File: config.mk
export PLATFORM = sky130hd
export DESIGN_NAME = pipe_reg_chain
export DESIGN_NICKNAME = d
export VERILOG_FILES = /design/src/rtl/pipe_reg_chain_pkg.sv /design/src/rtl/pipe_reg_chain_cell.sv /design/src/rtl/pipe_reg_chain.sv
export SDC_FILE = /design/constraint.sdc
export NUM_CORES = 1
export LEC_CHECK = 0
export CORE_ASPECT_RATIO = 1.75
export CORE_MARGIN = 2
export CORE_UTILIZATION = 41
export CTS_BUF_LIST = sky130_fd_sc_hd__clkbuf_8
export CTS_CLUSTER_DIAMETER = 60
export DETAILED_ROUTE_END_ITERATION = 12
export PLACE_DENSITY_LB_ADDON = 0.12
export SYNTH_ARGS = -nofsm -noshare
export SYNTH_HDL_FRONTEND = slang
export SYNTH_HIERARCHICAL = 1
export SYNTH_SLANG_ARGS = --single-unit
File: constraint.sdc
create_clock -name clk -period 1.1 [get_ports clk]
set_input_delay 0.33 -clock clk [delete_from_list [all_inputs] [get_ports clk]]
set_output_delay 0.33 -clock clk [all_outputs]
set_load 0.05 [all_outputs]
File: src/rtl/pipe_reg_chain_pkg.sv
// Shared constants and helpers for the pipeline register chain.
package pipe_pkg;

    localparam int MAX_PIPE_DEPTH = 16;

    // Bits needed to hold a count from 0 to n inclusive.
    function automatic int clog2_p1(input int n);
        int w;
        w = 1;
        while ((1 << w) <= n) begin
            w++;
        end
        return w;
    endfunction

    function automatic int popcount(input logic [MAX_PIPE_DEPTH-1:0] v);
        int c;
        c = 0;
        for (int i = 0; i < MAX_PIPE_DEPTH; i++) begin
            c += int'(v[i]);
        end
        return c;
    endfunction

endpackage

File: src/rtl/pipe_reg_chain_cell.sv
// One pipeline stage: data plus valid, with load-from-predecessor and flush.
module pipe_reg_cell
    import pipe_pkg::*;
#(
    parameter int               WIDTH          = 32,
    parameter logic [WIDTH-1:0] RESET_VAL      = '0,
    parameter bit               CLEAR_ON_FLUSH = 1'b0
) (
    input  logic             clk,
    input  logic             rst,
    input  logic             load,
    input  logic             flush,
    input  logic [WIDTH-1:0] prev_data,
    input  logic             prev_valid,
    output logic [WIDTH-1:0] data,
    output logic             valid,
    output logic             valid_next
);

    logic [WIDTH-1:0] data_reg;
    logic [WIDTH-1:0] data_next;
    logic             valid_reg;

    // Flush is applied after the move so it also kills a freshly loaded entry.
    always_comb begin
        data_next  = data_reg;
        valid_next = valid_reg;
        if (load) begin
            data_next  = prev_data;
            valid_next = prev_valid;
        end
        if (flush) begin
            valid_next = 1'b0;
            if (CLEAR_ON_FLUSH) begin
                data_next = RESET_VAL;
            end
        end
    end

    always_ff @(posedge clk or posedge rst) begin
        if (rst) begin
            data_reg  <= RESET_VAL;
            valid_reg <= 1'b0;
        end else begin
            data_reg  <= data_next;
            valid_reg <= valid_next;
        end
    end

    assign data  = data_reg;
    assign valid = valid_reg;

endmodule

File: src/rtl/pipe_reg_chain.sv
// DEPTH-deep pipeline register with per-stage valid, global stall,
// per-stage flush and optional bubble collapse while stalled.
module pipe_reg_chain
    import pipe_pkg::*;
#(
    parameter int               WIDTH          = 32,
    parameter int               DEPTH          = 1,
    parameter logic [WIDTH-1:0] RESET_VAL      = '0,
    parameter bit               CLEAR_ON_FLUSH = 1'b0,
    parameter bit               COLLAPSE       = 1'b0,
    localparam int              OCC_W          = clog2_p1(DEPTH)
) (
    input  logic             clk,
    input  logic             rst,
    input  logic             enable_bar,
    input  logic [DEPTH-1:0] flush,
    input  logic             in_valid,
    input  logic [WIDTH-1:0] in,
    output logic             in_ready,
    output logic [WIDTH-1:0] out,
    output logic             out_valid,
    output logic [DEPTH-1:0] stage_valid,
    output logic [OCC_W-1:0] occupancy
);

    logic [WIDTH-1:0]          data [DEPTH];
    logic [DEPTH-1:0]          valid;
    logic [DEPTH-1:0]          valid_next;
    logic [DEPTH-1:0]          advance;
    logic                      bubble_seen;
    logic [MAX_PIPE_DEPTH-1:0] valid_next_ext;
    logic [OCC_W-1:0]          occupancy_reg;

    // Scanning from the output end, a stage advances while stalled only if
    // some stage at or downstream of it is empty (i.e. it lies in 0..h).
    always_comb begin
        bubble_seen = 1'b0;
        advance     = '0;
        for (int i = DEPTH - 1; i >= 0; i--) begin
            bubble_seen = bubble_seen | ~valid[i];
            advance[i]  = ~enable_bar | (COLLAPSE ? bubble_seen : 1'b0);
        end
    end

    assign in_ready = advance[0];

    generate
        for (genvar gi = 0; gi < DEPTH; gi++) begin : g_stage
            logic [WIDTH-1:0] prev_data;
            logic             prev_valid;

            if (gi == 0) begin : g_head
                assign prev_data  = in;
                assign prev_valid = in_valid;
            end else begin : g_body
                assign prev_data  = data[gi-1];
                assign prev_valid = valid[gi-1];
            end

            pipe_reg_cell #(
                .WIDTH          (WIDTH),
                .RESET_VAL      (RESET_VAL),
                .CLEAR_ON_FLUSH (CLEAR_ON_FLUSH)
            ) u_cell (
                .clk        (clk),
                .rst        (rst),
                .load       (advance[gi]),
                .flush      (flush[gi]),
                .prev_data  (prev_data),
                .prev_valid (prev_valid),
                .data       (data[gi]),
                .valid      (valid[gi]),
                .valid_next (valid_next[gi])
            );
        end
    endgenerate

    always_comb begin
        valid_next_ext            = '0;
        valid_next_ext[DEPTH-1:0] = valid_next;
    end

    // Counted from the next-state valids so it tracks stage_valid exactly.
    always_ff @(posedge clk or posedge rst) begin
        if (rst) begin
            occupancy_reg <= '0;
        end else begin
            occupancy_reg <= OCC_W'(popcount(valid_next_ext));
        end
    end

    assign out         = data[DEPTH-1];
    assign out_valid   = valid[DEPTH-1];
    assign stage_valid = valid;
    assign occupancy   = occupancy_reg;

endmodule

# Word-level counts from Yosys, hierarchy flattened
# Cells that the tools add are included.
dict set report totals {
  in_bits 37
  word_cells 6
  output_inout_bits 36
  register_bits 33
}
dict set report op_classes {
  bitwise 1
  n_eq_ne 1
  muxes 2
}
# cell count
set op_table {}
lappend op_table {{$mux 1} 2}
lappend op_table {{$ne 2x1->1 const B} 1}
lappend op_table {{$not 1->1} 1}

# Longest topological paths before layout
# Gate-level depths: netlist of run 1.
dict set report depth {
  ltp_word 2
  mapped_depth 5
  mapped_depth_nobuf 3
}

# By module
# The synthesis of run 1 kept the hierarchy.
# module seq_area_each_um2 instances cells_per_inst area_per_inst_um2
set by_module_without_submodules {}
lappend by_module_without_submodules {pipe_reg_cell 825.8 1 72 1383.8}
lappend by_module_without_submodules {pipe_reg_chain 25.0 1 4 40.0}

# Least setup slack after synthesis of run 1
# Ideal clock, no wire load.
dict set report synth_timing {
  path_type {in2reg}
  startpoint {input port enable_bar}
  endpoint {register g_stage[0].u_cell.data_reg[0]}
  n_path_buf 2
  setup_slack_ns -0.321
  required_ns 0.975
  stages 4
  setup_time_ns 0.125
  arrival_ns 1.296
  path_cell_list {inv_1 > buf_6 > buf_12 > mux2_4}
}
# item line_no
set synth_lines {}
lappend synth_lines {{from (decl)} pipe_reg_chain.sv:15} ;# input logic enable_bar,
lappend synth_lines {{to (signal assigned)} pipe_reg_chain_cell.sv:45} ;# data_reg <= data_next;
lappend synth_lines {{to (decl)} pipe_reg_chain_cell.sv:20} ;# logic [WIDTH-1:0] data_reg;
# No word-level cell between the ends.

# Final worst setup path of run 1
dict set report layout_timing {
  startpoint {register g_stage[0].u_cell.valid_reg}
  endpoint {output port out_valid}
}
# item line_no
set layout_lines {}
lappend layout_lines {{from (decl)} pipe_reg_chain_cell.sv:22} ;# logic valid_reg;
lappend layout_lines {{from (signal assigned)} pipe_reg_chain_cell.sv:46} ;# valid_reg <= valid_next;
lappend layout_lines {{to (decl)} pipe_reg_chain.sv:21} ;# output logic out_valid,
# No word-level cell between the ends.

==> metrics.md, run 1 <==
| Metric | Value |
|---|---|
| Status | `finished, violations left` |
| Failing checks | `negative setup slack` |
| Adder-cell area share of the yosys netlist | `0%` |
| Chip Height | `81.96 um` |
| Number of global-route vias before repair | `1110` |
| Placement Setup Slack | `-541.9 ps` |
| Critical path class | `reg2out` |
| Hold_buf cts | `0` |
| Synth-to-Final Area Change | `95.96%` |
| Pre-antenna DRT Iters | `2` |
| P_leak | `1.317 nW` |
| Via count | `976` |
| Root Buffer | `clkbuf_8` |
| VDD IR max | `0.001424 V` |
| Post-Synthesis Cells | `76` |
| Largest register FFs | `32` |
| # setup viols final | `35` |
| RSZ-0062 raised after global routing | `true` |
| Top Family by Delay on Critical Path | `flip-flops` |
| Post-Syn Area | `1424 um2` |
| Number of synthesis warnings | `6` |
| Syn nets | `113` |
| CP peak stage delay | `450 ps` |
| Commonest non-fill, non-tap cell in the layout | `buf_12` |
| Worst hold slack | `202.6 ps` |
| Worst path slowest cell | `dfrtp_2` |
| Cell Rows | `28` |
| H-tree levels | `2` |
| Mux share of post-synthesis cell area | `33.66%` |
| Post-synthesis xor/xnor area fraction | `0%` |
| Tot Pwr | `0.004073 W` |
| Clock transition at path regs | `70 ps` |
| Avg Inst Size Synth | `18.74 um2` |
| Routed WL | `3.361 mm` |
| Routed WL per cell | `15.49 um` |
| Layout cell share with drive strength beyond 1 | `58.14%` |
| Nets@finish | `208` |
| Die span in x | `48.55 um` |
| Inserted Clock Buffers | `5` |
| First-pass GRT wire length | `5.451 mm` |
| Largest family of logic cells by synthesized area | `multiplexers` |
| Clk sinks | `34` |
| MaxCap Viol Count | `0` |
| N_diodes | `0` |
| Worst Hold Class | `in2async` |
| Post-Synth Simple-Gate Area | `0.2636%` |
| Port buffer count | `72` |
| Final HPWL DP | `2.534 mm` |
| Grt ovf | `0` |
| Most frequent cells in the layout | `38 x buf_12, 35 x clkdlybuf4s50_1, 33 x dfrtp_1` |
| Gpl congestion | `0.6929` |
| Buf/Inv on CP | `1` |
| Critical Path Source Type | `register` |
| DRT iter0 DRCs | `6` |
| CP Capture Type | `output pin` |
| Worst Path Required | `770 ps` |
| Design Area, Final | `2790 um2` |
| Final Skew | `0.1454 ps` |
| Fin worst setup slack | `-124.7 ps` |
| Synth cell types | `9` |
| Maximum clock insertion buffer count | `2` |
| Remaining DRCs | `0` |
| Via/cell ratio | `4.498` |
| Die ar. | `3979 um2` |
| Final non-filler cell total | `217` |
| Synth Area in Compound Gates | `0%` |
| Initial antenna violation count | `0` |
| Max Freq | `0.8165 GHz` |
| # IOs | `73` |
| Pwr Density | `1460 nW/um2` |
| Final period utilization | `111.3%` |
| Crit path DAT | `890 ps` |
| Slew @ Worst Pin | `174.8 ps` |
| Sequential-to-total area share from yosys stat | `59.75%` |
| Antenna viol nets, final | `0` |
| Total track usage | `18.78%` |
| CP Max Fanout | `3` |
| DP Cell Count | `193` |
| Worst path cell trace | `buf_12` |
| CTS tree | `built` |
| Max Slew Vio Count | `0` |
| Largest net degree at the start of global routing | `20` |
| Fin crit period | `1225 ps` |
| Placed Area | `2550 um2` |
| Fill cells | `188` |
| Starting Density | `42.34%` |
| Fin. Hold Viols | `0` |
| Seq cells post-synth | `34` |
| Total core area | `3363 um2` |
| Max-slew headroom | `88.33%` |
| Worst skew pair latency | `280 ps` |
final cells by class:
cell class / count / area (um2) / share of cell area, %
Clock buffer: 8 / 110.1 / 3.946
Tap cell: 45 / 56.30 / 2.018
Timing Repair Buffer: 93 / 1274 / 45.65
Multi-Input combinational cell: 34 / 483.0 / 17.31
Inverter: 3 / 15.01 / 0.5381
Sequential cell: 34 / 852.1 / 30.54
layer usage:
layer / vias to the layer above / routed length [um] / track usage [%]
li1: 446 / - / -
met1: 477 / 1202 / 20.78
met2: 47 / 1837 / 32.50
met3: 6 / 268 / 7.818
met4: 0 / 53 / 6.857
met5: - / 0 / 0
report_power, final:
group | leakage (nW) | switching [W] | internal, W | total (W)
registers | 0.399 | 0.000139 | 0.00137 | 0.00151
logic | 0.860 | 0.000651 | 0.000846 | 0.00150
clock network | 0.0575 | 0.000431 | 0.000632 | 0.00106
synth_stat cells (all sizes together):
cell / n / area (um2)
dfrtp: 34 / 850.8
mux2: 32 / 469.2
buf: 5 / 78.83
inv: 3 / 11.26
mux2i: 1 / 10.01
nor2: 1 / 3.750
per-stage QoR:
stage | util [%] | setup TNS, ps
after floorplan | - | -7423
after global placement | 75.82 | -17010
after detailed placement | 75.82 | -17790
after CTS | 81.88 | -3289
after global routing | 82.96 | -4071
final | 82.96 | -3022
logic make-up (layout without fill, tap and decap cells):
logic type,count (synthesis),after routing
DFF,34,34
muxes,33,33
buffers and inverters,8,104
and+or+nand+nor,1,1
timing repair:
| item | in CTS | in global routing |
|---|---|---|
| resized for setup | 5 | 2 |
| endpoints found under the setup margin | 70 | 68 |
| buffers inserted | 11 | 5 |
final timing paths:
kind / from / to / slack [ps] / depth (start not counted)
min in group clk: g_stage[0].u_cell/data[11] / g_stage[0].u_cell/data[11] / 580 / 1
worst max-delay path: g_stage[0].u_cell/valid / out_valid / -120 / 1
worst max register to register: g_stage[0].u_cell/data[22] / g_stage[0].u_cell/data[22] / 40 / 3
worst min-delay path: rst / occupancy / 200 / 2
worst min register to register: g_stage[0].u_cell/data[11] / g_stage[0].u_cell/data[11] / 580 / 1
max in group asynchronous: rst / g_stage[0].u_cell/data[7] / 510 / 3
Note: power is estimated with default switching activity, not from simulation.
==> run 2, diff against run 1 <==
- GPL_ROUTABILITY_DRIVEN: default -> 1
==> results of run 2 <==
Final layout, timing and power as in run 1 (identical DEF).
==> run 3, diff against run 2 <==
- CORE_UTILIZATION: 41 -> 40
- SYNTH_HIERARCHICAL: 1 -> default
==> run 3 against run 2 <==
- the run still ends with negative setup slack left
- sequential share of layout area grew 0.49 points
- via count decreased by 2.6%
- combinational power shrank 3%
- die area rose by 0.66%
- hold slack better by 230 ps
- area after synthesis shrank 1.8%
- synthesized cell count is 1.3% lower
- setup slack worse by 28 ps
==> metrics.md, run 3 <==
| Metric | Value |
|---|---|
| Status | `finished, violations left` |
| Failing checks | `negative setup slack` |
| Maximum clock insertion buffer count | `2` |
| Synth Area in Compound Gates | `0%` |
| Die ar. | `4005 um2` |
| Reg-to-reg endpoint | `g_stage[0].u_cell.data[10]` |
| Via/cell ratio | `4.572` |
| Largest family of logic cells by synthesized area | `multiplexers` |
| Top cells by area, synth | `dfrtp_1 59%, mux2_4 30%, buf_12 4.3%` |
| Pwr Density | `1417 nW/um2` |
| Port buffer count | `72` |
| Hold_buf cts | `0` |
| Worst Path Required | `770 ps` |
| Largest net degree at the start of global routing | `24` |
| Seq cells post-synth | `33` |
| Mux share of post-synthesis cell area | `33.99%` |
| H-tree levels | `2` |
| Total core area | `3363 um2` |
| RSZ-0062 raised after global routing | `true` |
| Slew @ Worst Pin | `189.3 ps` |
| Synth cell types | `9` |
| CP Max Fanout | `4` |
| Max Freq | `0.7985 GHz` |
| Avg Inst Size Synth | `18.65 um2` |
| Pre-antenna DRT Iters | `4` |
| Total track usage | `18.53%` |
| Synth-to-Final Area Change | `90.52%` |
| Number of flops mapped to enable cells by yosys | `0` |
| Largest register FFs | `32` |
| Critical Path Source Type | `register` |
| Die span in x | `48.70 um` |
| # IOs | `73` |
| Worst reg-to-reg path cell count | `2` |
| P_leak | `1.247 nW` |
| CP Capture Type | `output pin` |
| DRT iter0 DRCs | `7` |
| DP Cell Count | `190` |
| Layout cell share with drive strength beyond 1 | `56.44%` |
| Top-area cell type share of the netlist area | `59.03%` |
| Crit path DAT | `920 ps` |
| Starting Density | `41.59%` |
| Tot Pwr | `0.003776 W` |
| Crit. path cell count | `1` |
| Post-synthesis async set-or-reset flop share | `100.0%` |
| Most common cell in the netlist | `dfrtp_1` |
| CTS tree | `built` |
| Final HPWL DP | `2.678 mm` |
| Post-Syn Area | `1399 um2` |
| Final non-filler cell total | `208` |
| Number of synthesis warnings | `0` |
| Max Slew Vio Count | `0` |
| Clock transition at path regs | `60 ps` |
| Remaining DRCs | `0` |
| Design Area, Final | `2665 um2` |
| Number of global-route vias before repair | `1062` |
| Post-Synthesis Cells | `75` |
| Routed WL | `3.453 mm` |
| Fin worst setup slack | `-152.4 ps` |
| N_diodes | `0` |
| Placed Area | `2505 um2` |
| Fin crit period | `1252 ps` |
| Root Buffer | `clkbuf_8` |
| MaxCap Viol Count | `0` |
| Cell accounting for the most synthesized area | `dfrtp_1` |
| Post-Synth Simple-Gate Area | `0.2683%` |
| Gpl congestion | `0.6625` |
| Max-slew headroom | `87.38%` |
| Flop2flop setup slack | `170 ps` |
| Final Skew | `0 ps` |
| Worst Hold Class | `in2async` |
| Commonest non-fill, non-tap cell in the layout | `buf_12` |
| Inserted Clock Buffers | `5` |
| Antenna viol nets, final | `0` |
| Critical path class | `reg2out` |
| Post-synthesis xor/xnor area fraction | `0%` |
| Initial antenna violation count | `0` |
| Worst path slowest cell | `dfrtp_2` |
| Sequential-to-total area share from yosys stat | `59.03%` |
| Top_reg_cell synth | `dfrtp_1` |
| Most frequent cells in the layout | `38 x buf_12, 35 x clkdlybuf4s50_1, 32 x dfrtp_1` |
| Clk sinks | `33` |
| Via count | `951` |
| Grt ovf | `0` |
| # setup viols final | `35` |
| Buf/Inv on CP | `1` |
| Worst path cell trace | `buf_12` |
| Final period utilization | `113.9%` |
| Top cells by count, synth | `33 x dfrtp_1, 28 x mux2_4, 4 x mux2_2, 3 x buf_12` |
| Syn nets | `112` |
| Fin. Hold Viols | `0` |
| Worst skew pair latency | `280 ps` |
| VDD IR max | `0.001218 V` |
| Routed WL per cell | `16.60 um` |
| Nets@finish | `199` |
| Critical R2R Launch | `g_stage[0].u_cell.data[10]` |
| Cell Rows | `28` |
| CP peak stage delay | `470 ps` |
| First-pass GRT wire length | `5.409 mm` |
| Adder-cell area share of the yosys netlist | `0%` |
| Chip Height | `82.23 um` |
| Top Family by Delay on Critical Path | `flip-flops` |
## run 3: changes by cell type after synthesis
cell,change
dfrtp_1,-1
mux2_2,+1
inv_1,-1
buf_4,+1
mux2_4,-1
## run 3: worst max-delay path by stage
stage                             from                         to  slack, ps
4_1_cts        g_stage[0].u_cell.valid                  occupancy       -160
6_report       g_stage[0].u_cell.valid                  occupancy       -150
5_1_grt        g_stage[0].u_cell.valid                  occupancy       -180
2_1_floorplan               enable_bar                   in_ready        -30
3_3_place_gp                enable_bar  g_stage[0].u_cell.data[7]        -60
3_5_place_dp                enable_bar  g_stage[0].u_cell.data[6]       -110
## run 3: layout make-up
| cell class | count | area, um2 |
|---|---|---|
| timing repair buffer | 86 | 1209 |
| fill | 203 | 698.2 |
| clock buffer | 5 | 68.82 |
| tap | 45 | 56.30 |
| inverter | 2 | 11.26 |
| sequential | 33 | 827.0 |
| clock inverter | 3 | 13.76 |
| multi-input combinational | 34 | 479.2 |
## run 3: what timing repair did
item                                    4_1_cts  5_1_grt
resized for setup                             0        1
endpoints found under the setup margin       35       36
setup buffers                                 7        3
gates cloned                                  0        0
## run 3: where the power goes
| group | switching [W] | internal (W) | total (W) |
|---|---|---|---|
| clock | 0.000415 | 0.000428 | 0.000843 |
| combinational | 0.000642 | 0.000813 | 0.00146 |
| sequential | 0.000143 | 0.00134 | 0.00148 |
| total | 0.00120 | 0.00258 | 0.00378 |
## run 3: kinds of logic (layout without fill, tap and decap cells)
logic type / Yosys count / after routing
mux: 33 / 33
flops: 33 / 33
buf+inv: 8 / 96
simple gates: 1 / 1
## run 3: routing by layer
metal	share of wire (%)	wire, um	GRT usage (%)
met1	33	1134	19.29
met2	59	2053	34.25
met3	6.2	215	6.475
met4	1.4	49	6.857
met5	0	0	0
## run 3: worst reg2reg max path, stage by stage (launching register included)
cell and delay (ps):
dfrtp_1 420, buf_4 150, mux2_4 250
## run 3: metrics by stage
stage                     worst slack [ps]  utilization (%)  setup TNS [ps]  hold slack [ps]
final                               -152.4            79.24           -3090            436.2
after global routing                -181.9            79.24           -4160            463.8
after CTS                           -163.8            78.50           -3451            431.5
after detailed placement            -105.2            74.48           -2260            561.3
after global placement              -60.88            74.48           -1346            557.7
after floorplan                     -32.86                -          -50.02            392.7
